File: config.mk
export PLATFORM = sky130hd
export DESIGN_NAME = cmp_seq_ctrl_flat
export DESIGN_NICKNAME = d
export VERILOG_FILES = /design/src/rtl/cmp_seq_ctrl_pkg.sv /design/src/rtl/cmp_seq_ctrl_if.sv /design/src/rtl/cmp_seq_ctrl_compare.sv /design/src/rtl/cmp_seq_ctrl.sv /design/src/flat_wrapper.sv
export SDC_FILE = /design/constraint.sdc
export NUM_CORES = 1
export LEC_CHECK = 0
export CAP_MARGIN = 20
export CORE_ASPECT_RATIO = 1.4
export CORE_UTILIZATION = 25
export DETAILED_ROUTE_END_ITERATION = 12
export SYNTH_ARGS = -nofsm -noshare
export SYNTH_HDL_FRONTEND = slang
export SYNTH_SLANG_ARGS = --single-unit
export TNS_END_PERCENT = 20
File: constraint.sdc
create_clock -name clk -period 2.6 [get_ports clk]
set_clock_uncertainty 0.2 [all_clocks]
set_input_delay 0.78 -clock clk [delete_from_list [all_inputs] [get_ports clk]]
set_output_delay 0.78 -clock clk [all_outputs]
set_load 0.005 [all_outputs]
File: src/rtl/cmp_seq_ctrl_pkg.sv
// Shared types and constants for the min/max burst sequencer.
// DW and MAXN are fixed by the shared 4-bit comparator and the 3-bit len encoding.
package cmp_seq_ctrl_pkg;

    localparam int DW   = 4;
    localparam int MAXN = 8;

    typedef enum logic [2:0] {
        S_IDLE    = 3'd0,
        S_WAIT    = 3'd1,
        S_CMP_MAX = 3'd2,
        S_CMP_MIN = 3'd3,
        S_DONE    = 3'd4
    } state_e;

    typedef logic [2:0] cmp_res_t;

    localparam cmp_res_t GT = 3'b001;
    localparam cmp_res_t EQ = 3'b010;
    localparam cmp_res_t LT = 3'b100;

    // len==0 encodes a full burst of MAXN samples
    function automatic logic [3:0] target_len(input logic [2:0] len);
        return (len == 3'd0) ? 4'(MAXN) : {1'b0, len};
    endfunction

endpackage

File: src/rtl/cmp_seq_ctrl_if.sv
// Control and sample-stream bundle between a requester and cmp_seq_ctrl.
interface cmp_seq_ctrl_if;
    import cmp_seq_ctrl_pkg::*;

    logic          start;
    logic [2:0]    len;
    logic          abort;
    logic [DW-1:0] din;
    logic          din_valid;
    logic          din_ready;
    logic [DW-1:0] max_out;
    logic [DW-1:0] min_out;
    logic [2:0]    max_idx;
    logic [2:0]    min_idx;
    logic          busy;
    logic          done;

    modport master (
        output start, len, abort, din, din_valid,
        input  din_ready, max_out, min_out, max_idx, min_idx, busy, done
    );

    modport slave (
        input  start, len, abort, din, din_valid,
        output din_ready, max_out, min_out, max_idx, min_idx, busy, done
    );

endinterface

File: src/rtl/cmp_seq_ctrl_compare.sv
// Shared 4-bit magnitude comparator with one-hot GT/EQ/LT result.
module compare
    import cmp_seq_ctrl_pkg::*;
(
    input  logic [DW-1:0] a_i,
    input  logic [DW-1:0] b_i,
    output cmp_res_t      res_o
);

    always_comb begin
        res_o = EQ;
        if (a_i > b_i)
            res_o = GT;
        else if (a_i < b_i)
            res_o = LT;
    end

endmodule

File: src/rtl/cmp_seq_ctrl.sv
// Burst min/max finder: accepts len samples and reports the extremes and their
// first positions, sharing one comparator between the max and min checks.
module cmp_seq_ctrl
    import cmp_seq_ctrl_pkg::*;
(
    input  logic         clk,
    input  logic         rst,
    cmp_seq_ctrl_if.slave bus
);

    state_e        state_q;
    logic [3:0]    tgt_q;
    logic [3:0]    cnt_q;
    logic [3:0]    cnt_d;
    logic [DW-1:0] sample_q;
    logic [DW-1:0] max_q;
    logic [DW-1:0] min_q;
    logic [DW-1:0] min_d;
    logic [2:0]    max_idx_q;
    logic [2:0]    min_idx_q;
    logic [2:0]    min_idx_d;
    logic [DW-1:0] cmp_a_q;
    logic [DW-1:0] cmp_b_q;
    cmp_res_t      cmp_res;
    logic [DW-1:0] max_out_q;
    logic [DW-1:0] min_out_q;
    logic [2:0]    max_idx_out_q;
    logic [2:0]    min_idx_out_q;
    logic          din_ready_q;
    logic          busy_q;
    logic          done_q;
    logic          hs;

    compare u_compare (
        .a_i   (cmp_a_q),
        .b_i   (cmp_b_q),
        .res_o (cmp_res)
    );

    assign hs = bus.din_valid & din_ready_q;

    // Strict LT only, so ties keep the earlier index
    always_comb begin
        cnt_d     = cnt_q + 4'd1;
        min_d     = min_q;
        min_idx_d = min_idx_q;
        if (cmp_res == LT) begin
            min_d     = sample_q;
            min_idx_d = cnt_q[2:0];
        end
    end

    always_ff @(posedge clk or posedge rst) begin
        if (rst) begin
            state_q       <= S_IDLE;
            tgt_q         <= '0;
            cnt_q         <= '0;
            sample_q      <= '0;
            max_q         <= '0;
            min_q         <= '0;
            max_idx_q     <= '0;
            min_idx_q     <= '0;
            cmp_a_q       <= '0;
            cmp_b_q       <= '0;
            max_out_q     <= '0;
            min_out_q     <= '0;
            max_idx_out_q <= '0;
            min_idx_out_q <= '0;
            din_ready_q   <= 1'b0;
            busy_q        <= 1'b0;
            done_q        <= 1'b0;
        end else begin
            done_q <= 1'b0;
            if (state_q != S_IDLE && bus.abort) begin
                state_q     <= S_IDLE;
                busy_q      <= 1'b0;
                din_ready_q <= 1'b0;
            end else begin
                case (state_q)
                    S_IDLE: begin
                        if (bus.start) begin
                            tgt_q       <= target_len(bus.len);
                            cnt_q       <= '0;
                            state_q     <= S_WAIT;
                            busy_q      <= 1'b1;
                            din_ready_q <= 1'b1;
                        end
                    end
                    S_WAIT: begin
                        if (hs) begin
                            sample_q <= bus.din;
                            if (cnt_q == 4'd0) begin
                                max_q     <= bus.din;
                                min_q     <= bus.din;
                                max_idx_q <= '0;
                                min_idx_q <= '0;
                                cnt_q     <= cnt_d;
                                if (cnt_d == tgt_q) begin
                                    state_q       <= S_DONE;
                                    din_ready_q   <= 1'b0;
                                    done_q        <= 1'b1;
                                    max_out_q     <= bus.din;
                                    min_out_q     <= bus.din;
                                    max_idx_out_q <= '0;
                                    min_idx_out_q <= '0;
                                end
                            end else begin
                                // A/B registered here so the comparator is stable in CMP_MAX
                                cmp_a_q     <= bus.din;
                                cmp_b_q     <= max_q;
                                state_q     <= S_CMP_MAX;
                                din_ready_q <= 1'b0;
                            end
                        end
                    end
                    S_CMP_MAX: begin
                        if (cmp_res == GT) begin
                            max_q     <= sample_q;
                            max_idx_q <= cnt_q[2:0];
                        end
                        cmp_a_q <= sample_q;
                        cmp_b_q <= min_q;
                        state_q <= S_CMP_MIN;
                    end
                    S_CMP_MIN: begin
                        min_q     <= min_d;
                        min_idx_q <= min_idx_d;
                        cnt_q     <= cnt_d;
                        if (cnt_d == tgt_q) begin
                            state_q       <= S_DONE;
                            done_q        <= 1'b1;
                            max_out_q     <= max_q;
                            max_idx_out_q <= max_idx_q;
                            min_out_q     <= min_d;
                            min_idx_out_q <= min_idx_d;
                        end else begin
                            state_q     <= S_WAIT;
                            din_ready_q <= 1'b1;
                        end
                    end
                    S_DONE: begin
                        state_q <= S_IDLE;
                        busy_q  <= 1'b0;
                    end
                    default: begin
                        state_q     <= S_IDLE;
                        busy_q      <= 1'b0;
                        din_ready_q <= 1'b0;
                    end
                endcase
            end
        end
    end

    assign bus.din_ready = din_ready_q;
    assign bus.busy      = busy_q;
    assign bus.done      = done_q;
    assign bus.max_out   = max_out_q;
    assign bus.min_out   = min_out_q;
    assign bus.max_idx   = max_idx_out_q;
    assign bus.min_idx   = min_idx_out_q;

endmodule

File: src/flat_wrapper.sv
// flat-port wrapper written by rule: the top's interface ports become plain ports
module cmp_seq_ctrl_flat import cmp_seq_ctrl_pkg::*;
  (clk, rst, bus_start, bus_len, bus_abort, bus_din, bus_din_valid, bus_din_ready, bus_max_out, bus_min_out, bus_max_idx, bus_min_idx, bus_busy, bus_done);
  cmp_seq_ctrl_if bus_i ();
  input  logic clk;
  input  logic rst;
  input wire logic [$bits(bus_i.start)-1:0] bus_start;
  input wire logic [$bits(bus_i.len)-1:0] bus_len;
  input wire logic [$bits(bus_i.abort)-1:0] bus_abort;
  input wire logic [$bits(bus_i.din)-1:0] bus_din;
  input wire logic [$bits(bus_i.din_valid)-1:0] bus_din_valid;
  output wire logic [$bits(bus_i.din_ready)-1:0] bus_din_ready;
  output wire logic [$bits(bus_i.max_out)-1:0] bus_max_out;
  output wire logic [$bits(bus_i.min_out)-1:0] bus_min_out;
  output wire logic [$bits(bus_i.max_idx)-1:0] bus_max_idx;
  output wire logic [$bits(bus_i.min_idx)-1:0] bus_min_idx;
  output wire logic [$bits(bus_i.busy)-1:0] bus_busy;
  output wire logic [$bits(bus_i.done)-1:0] bus_done;
  assign bus_i.start = bus_start;
  assign bus_i.len = bus_len;
  assign bus_i.abort = bus_abort;
  assign bus_i.din = bus_din;
  assign bus_i.din_valid = bus_din_valid;
  assign bus_din_ready = bus_i.din_ready;
  assign bus_max_out = bus_i.max_out;
  assign bus_min_out = bus_i.min_out;
  assign bus_max_idx = bus_i.max_idx;
  assign bus_min_idx = bus_i.min_idx;
  assign bus_busy = bus_i.busy;
  assign bus_done = bus_i.done;
  cmp_seq_ctrl u_core (.clk(clk), .rst(rst), .bus(bus_i));
endmodule
After elaboration in Yosys (flattened, before gate mapping)
Index checks and enable logic that the tools add are counted.
Widths: inputs -> output; s select.
{"block": "totals", "input_bits": 12, "out_inout_bits": 17, "wordCells": 122, "ff_bits": 54}
{"block": "op_classes", "addsub": 1, "eq_ne": 20, "mux": 60, "bitwise_logic": 2, "reduce_logical": 20, "magnitude_cmp": 2}
{"operator": "$mux 4", "count": 17}
{"operator": "$mux 3", "count": 17}
{"operator": "$pmux 4 s2", "count": 6}
{"operator": "$pmux 3 s2", "count": 4}
{"operator": "$reduce_and 5->1", "count": 3}
{"operator": "$ne 2x1->1 const B", "count": 7}
{"operator": "$pmux 3 s4", "count": 1}
{"operator": "$pmux 4 s3", "count": 1}
{"operator": "$mux 1", "count": 11}
{"operator": "$reduce_and 3->1", "count": 3}
{"operator": "$reduce_and 4->1", "count": 2}
{"operator": "$eq 3x1->1 const B", "count": 2}
{"operator": "$eq 3x2->1 const B", "count": 2}
{"operator": "$eq 3x3->1 const B", "count": 2}
{"operator": "$logic_not 3->1", "count": 2}
{"operator": "$ne 3x2->1 const B", "count": 2}
{"operator": "$reduce_and 6->1", "count": 1}
{"operator": "$reduce_bool 3->1", "count": 2}
{"operator": "$add 4x1->4 const B", "count": 1}
{"operator": "$eq 4x4->1", "count": 1}
{"operator": "$gt 4x4->1", "count": 1}
{"operator": "$logic_not 4->1", "count": 1}
{"operator": "$lt 4x4->1", "count": 1}
{"operator": "$ne 2x2->1 const B", "count": 2}
{"operator": "11 further kinds", "count": 13}

Longest topological paths before layout
{"block": "depth", "depth_word": 7, "mapped_depth": 10, "depth_no_buf": 7}

Hierarchy
A second synthesis with hierarchy kept.
{"block": "hier_totals", "cells_unflattened": 253, "hier_area_um2": 2811.4}
{"mod": "cmp_seq_ctrl", "area_each_um2": 2685.1, "seq_area_each_um2": 1351.3, "n_inst": 1, "cells_each": 237}
{"mod": "compare", "area_each_um2": 126.4, "seq_area_each_um2": 0.0, "n_inst": 1, "cells_each": 16}

Least setup slack after synthesis
OpenSTA, ideal clock, no wires.
{"block": "synth_path", "path_kind": "reg-to-reg", "startpoint": "reg u_core.cmp_a_q[2]", "endpoint": "reg u_core.max_idx_q[0]", "period_less_slack_ns": 2.545, "setup_ns": 0.125, "t_arrival_ns": 2.221, "t_required_ns": 2.275, "stages_incl_launch_ff": 8, "path_slack_ns": 0.055, "n_path_buf": 1, "path_cell_list": "dfrtp_1 ha_1 and4b_1 a211oi_1 buf_2 a41o_1 a2111oi_4 mux2_2"}
{"block": "synth_between", "elab_chain_len": 6, "word_cells_on_any_way": 7, "classes_between": "order compare (2); eq/ne (2); mux (2); reduce/logical (1)"}
{"item": "start: declaration", "line_no": "cmp_seq_ctrl.sv:22", "source": "logic [DW-1:0] cmp_a_q;"}
{"item": "start signal: assignment", "line_no": "cmp_seq_ctrl.sv:109", "source": "cmp_a_q <= bus.din;"}
{"item": "start signal: assignment", "line_no": "cmp_seq_ctrl.sv:121", "source": "cmp_a_q <= sample_q;"}
{"item": "$lt 4x4->1", "line_no": "cmp_seq_ctrl_compare.sv:14", "source": "else if (a_i < b_i)"}
{"item": "$mux 3", "line_no": "cmp_seq_ctrl_compare.sv:14"}
{"item": "$mux 3 *", "line_no": "cmp_seq_ctrl_compare.sv:12", "source": "if (a_i > b_i)"}
{"item": "$eq 3x1->1 *", "line_no": "cmp_seq_ctrl.sv:117", "source": "if (cmp_res == GT) begin"}
{"item": "$ne 2x1->1 (no source line) *"}
{"item": "$reduce_and 5->1 (no source line) *"}
{"item": "end signal: assignment", "line_no": "cmp_seq_ctrl.sv:119", "source": "max_idx_q <= cnt_q[2:0];"}
{"item": "end: declaration", "line_no": "cmp_seq_ctrl.sv:19", "source": "logic [2:0] max_idx_q;"}
Every way passes the cells marked *; elsewhere a longest branch is shown, timed or not.
A chain may end at the register's enable or synchronous reset.

Worst setup path in the final report
{"block": "layout_path", "startpoint": "in bus_abort", "endpoint": "reg u_core.min_out_q[3] (netlist: u_core.bus.min_out[3])"}
{"block": "layout_between", "elab_chain_len": 3}
{"item": "start: declaration", "line_no": "flat_wrapper.sv:9", "source": "input wire logic [$bits(bus_i.abort)-1:0] bus_abort;"}
{"item": "$logic_and 1x1->1", "line_no": "cmp_seq_ctrl.sv:74", "source": "if (state_q != S_IDLE && bus.abort) begin"}
{"item": "$not 1->1 (no source line)"}
{"item": "$reduce_and 6->1 (no source line)"}
{"item": "end signal: assignment", "line_no": "cmp_seq_ctrl.sv:103", "source": "min_out_q <= bus.din;"}
{"item": "end signal: assignment", "line_no": "cmp_seq_ctrl.sv:134", "source": "min_out_q <= min_d;"}
{"item": "end: declaration", "line_no": "cmp_seq_ctrl.sv:26", "source": "logic [DW-1:0] min_out_q;"}
Every way passes these cells.

==> summary.md <==
| Metric | Value |
|---|---|
| Core area | 0.01052 mm² |
| Placer congestion estimate | 0.8493 |
| Final WS setup | 0.1319 ns |
| DPL Wire Length | around 5000 µm |
| Critical path type | in -> reg |
| Hold path depth | 1 |
| DRT Wirelength | approximately 6400 µm |
| Outcome | finished clean |
| Clock-pin slew on the worst setup and hold paths | 0.07 ns |
| FFs w/ async S/R, synth | 100.0% |
| Top_reg_cell synth | dfrtp_1 |
| Via count | 2029 |
| Io pins | 29 |
| Pwr per Cell Area | 973.3 mW/mm² |
| Hold_buf cts | 0 |
| HP Class | reg -> reg |
| Residual DRC | 0 |
| Slew HR | 65.99% |
| PortBufs | 28 |
| # setup viols final | 0 |
| R2R depth | 8 |
| Root buf cell | clkbuf_16 |
| Leak | about 1.6 nW |
| CTS tree | built |
| CP Cell Sequence | clkdlybuf4s50_1 > nand2b_1 > or3_1 > or2_1 > buf_12 > mux2_2 |
| Number of global-route vias before repair | 2069 |
| Die height | 125.9 µm |
| Max-cap viol count | 0 |
| Detailed Routing Iterations Pass 1 | 6 |
| Seq/Total Area, Yosys | 49.29% |
| Top cells by area, synth | dfrtp_1, mux2_2, mux2i_1 |
| Skew-Pair Late Insertion Delay | 0.30 ns |
| Synth area leader | dfrtp_1 |
| Number of vias per cell | 4.686 |
| Fillers | 1062 |
| Distinct cells, synth | 40 |
| Area of the mapped netlist | 0.002741 mm² |
| RSZ-0062 raised after global routing | false |
| CP endpoint kind | register |
| Max VDD drop | 0.4281 mV |
| CP Max Fanout | 16 |
| Dpl ws | -0.1895 ns |
| GRT overflow | 0 |
| Setup repair bufs after CTS | 0 |
| Number of synthesized flops with an enable pin | 0 |
| First-pass GRT wire length | 10570 µm |
| Seq cells post-synth | 54 |
| WP buf/inv | 2 |
| Die area | around 0.011 mm² |
| Largest net degree at the start of global routing | 55 |
| Layout cells sized above 1 | about a quarter |
| WL/cell | between 10 and 15 µm |
| Hold Vio Cnt, Final | 0 |
| CTS max path bufs | 2 |
| Final min period | 2.468 ns |
| Final Net Count | 312 |
| Syn avg cell area | 11.28 µm² |
| Crit path launch type | input pin |
| CP Data Arrival Time | 2.44 ns |
| CP max stage delay | 0.41 ns |
| WP data required | 2.58 ns |
| FMAX | 0.4052 GHz |
| CP delay by family, top | simple AND/OR/NAND/NOR gates |
| Worst slew pin tran | between 0.5 and 0.6 ns |
| Commonest cells post-synth | dfrtp_1, mux2_2, mux2i_1, nor2_1, o21ai_0 |
| Clk sinks | 54 |
| Slowest-stage cell, CP | clkdlybuf4s50_1 |
| Row count | 44 |
| Synth top area share | 49.29% |
| Initial core utilization | 26.07% |
| Die Wd | ~91 µm |
| H-tree levels | 2 |
| Share of the clock period used by the worst path | a little over nine tenths |
| Layout area overhead | 28.34% |
| Sum Neg Setup Slack | 0 ns |
| Slew Limit Fails | 0 |
| Iter 0 DRT Violations | 82 |
| Initial antenna violation count | 0 |
| Yosys synthesis warning count | 0 |
| Post-Syn Instances | 243 |
| Resize count post-CTS | 0 |
| Synthesized Nets | 261 |
| Total CTS buffers | 5 |
| Logic depth of the worst setup path including buffers | 6 |
| GRT Total Usage | 11.87% |
| WHS | 0.3032 ns |
| ANT nets after route | 0 |
| Cell with the most instances after synthesis | dfrtp_1 |
| Diode count | 0 |
[stage by stage]
step / instances / cell area (µm²) / util [%] / power, W
finish: 433 / 3518 / 33.46 / 0.003424
global route: 433 / 3518 / 33.46 / 0.003666
CTS: 433 / 3518 / 33.46 / 0.003465
detailed placement: 425 / 3372 / 32.07 / 0.002794
global placement: 425 / 3372 / 32.07 / 0.002760
floorplan: 243 / 2741 / - / 0.002230
[where the power goes]
part | leakage [nW] | internal [W] | switching, W
sequential | 0.696 | 0.00112 | 0.000201
combinational | 0.786 | 0.000773 | 0.000664
clock | 0.0698 | 0.000357 | 0.000308
[metal layers]
| metal | share of wire, % | track usage (%) |
|---|---|---|
| met4 | 1.2 | 3.416 |
| met2 | 57 | 22.46 |
| met5 | 0 | 0 |
| met3 | 2.0 | 2.174 |
| met1 | 40 | 13.37 |
[state kept, by name, summed over array words and instances, names as in the netlist, 4 cells and up]
name                cells
u_core.sample_q         4
u_core.bus.max_out      4
u_core.bus.min_out      4
u_core.cmp_a_q          4
u_core.min_q            4
u_core.cnt_q            4
u_core.tgt_q            4
u_core.max_q            4
u_core.cmp_b_q          4
[path summary, 6_finish.rpt]
path | startpoint | endpoint | slack (ns)
setup / recovery | bus_abort | u_core.bus.min_out[3]$_DFFE_PP0P_ | 0.13
max in group asynchronous | rst | u_core.bus.busy$_DFFE_PP0P_ | 1.29
min in group asynchronous | rst | u_core.bus.min_out[1]$_DFFE_PP0P_ | 0.66
hold / removal | u_core.min_idx_q[1]$_DFFE_PP0P_ | u_core.min_idx_q[1]$_DFFE_PP0P_ | 0.30
setup reg to reg | u_core.cmp_b_q[2]$_DFFE_PP0P_ | u_core.min_q[2]$_DFFE_PP0P_ | 0.16
hold reg to reg | u_core.min_idx_q[1]$_DFFE_PP0P_ | u_core.min_idx_q[1]$_DFFE_PP0P_ | 0.30
[cell families after synthesis]
group | count (synthesis) | share of synthesized area (%)
flops | 54 | 49.29
fa+ha+maj | 6 | 2.738
mux | 46 | 18.16
xor+xnor | 6 | 1.917
simple gates | 54 | 10.73
compound gates | 53 | 12.96
buf+inv | 24 | 4.199
[layout by cell type, fill, tap and decap left out, drive strengths merged, types with 4 or more instances in the layout]
| cell type | Yosys | final |
|---|---|---|
| mux2i | 16 | 16 |
| buf | 7 | 28 |
| clkdlybuf4s50 | 0 | 28 |
| a22o | 6 | 6 |
| nand3 | 4 | 4 |
| mux2 | 30 | 30 |
| o31ai | 4 | 4 |
| nor2b | 4 | 4 |
| nor3 | 6 | 6 |
| ha | 6 | 6 |
| o21ai | 16 | 16 |
| clkbuf | 5 | 5 |
| nand2b | 4 | 4 |
| xnor2 | 4 | 4 |
| a21oi | 13 | 13 |
| dfrtp | 54 | 54 |
| inv | 12 | 12 |
| nor2 | 16 | 16 |
| nand2 | 7 | 7 |
[layout make-up]
cell class | count | area (µm²) | area share [%]
Inverter | 12 | 45.04 | 1.280
Tap cell | 138 | 172.7 | 4.908
Clock inverter | 3 | 21.27 | 0.6046
Clock buffer | 5 | 125.1 | 3.556
Timing Repair Buffer | 56 | 528.0 | 15.01
Sequential cell | 54 | 1351 | 38.41
Multi-Input combinational cell | 165 | 1275 | 36.24
Note: power is estimated with default switching activity, not from simulation.
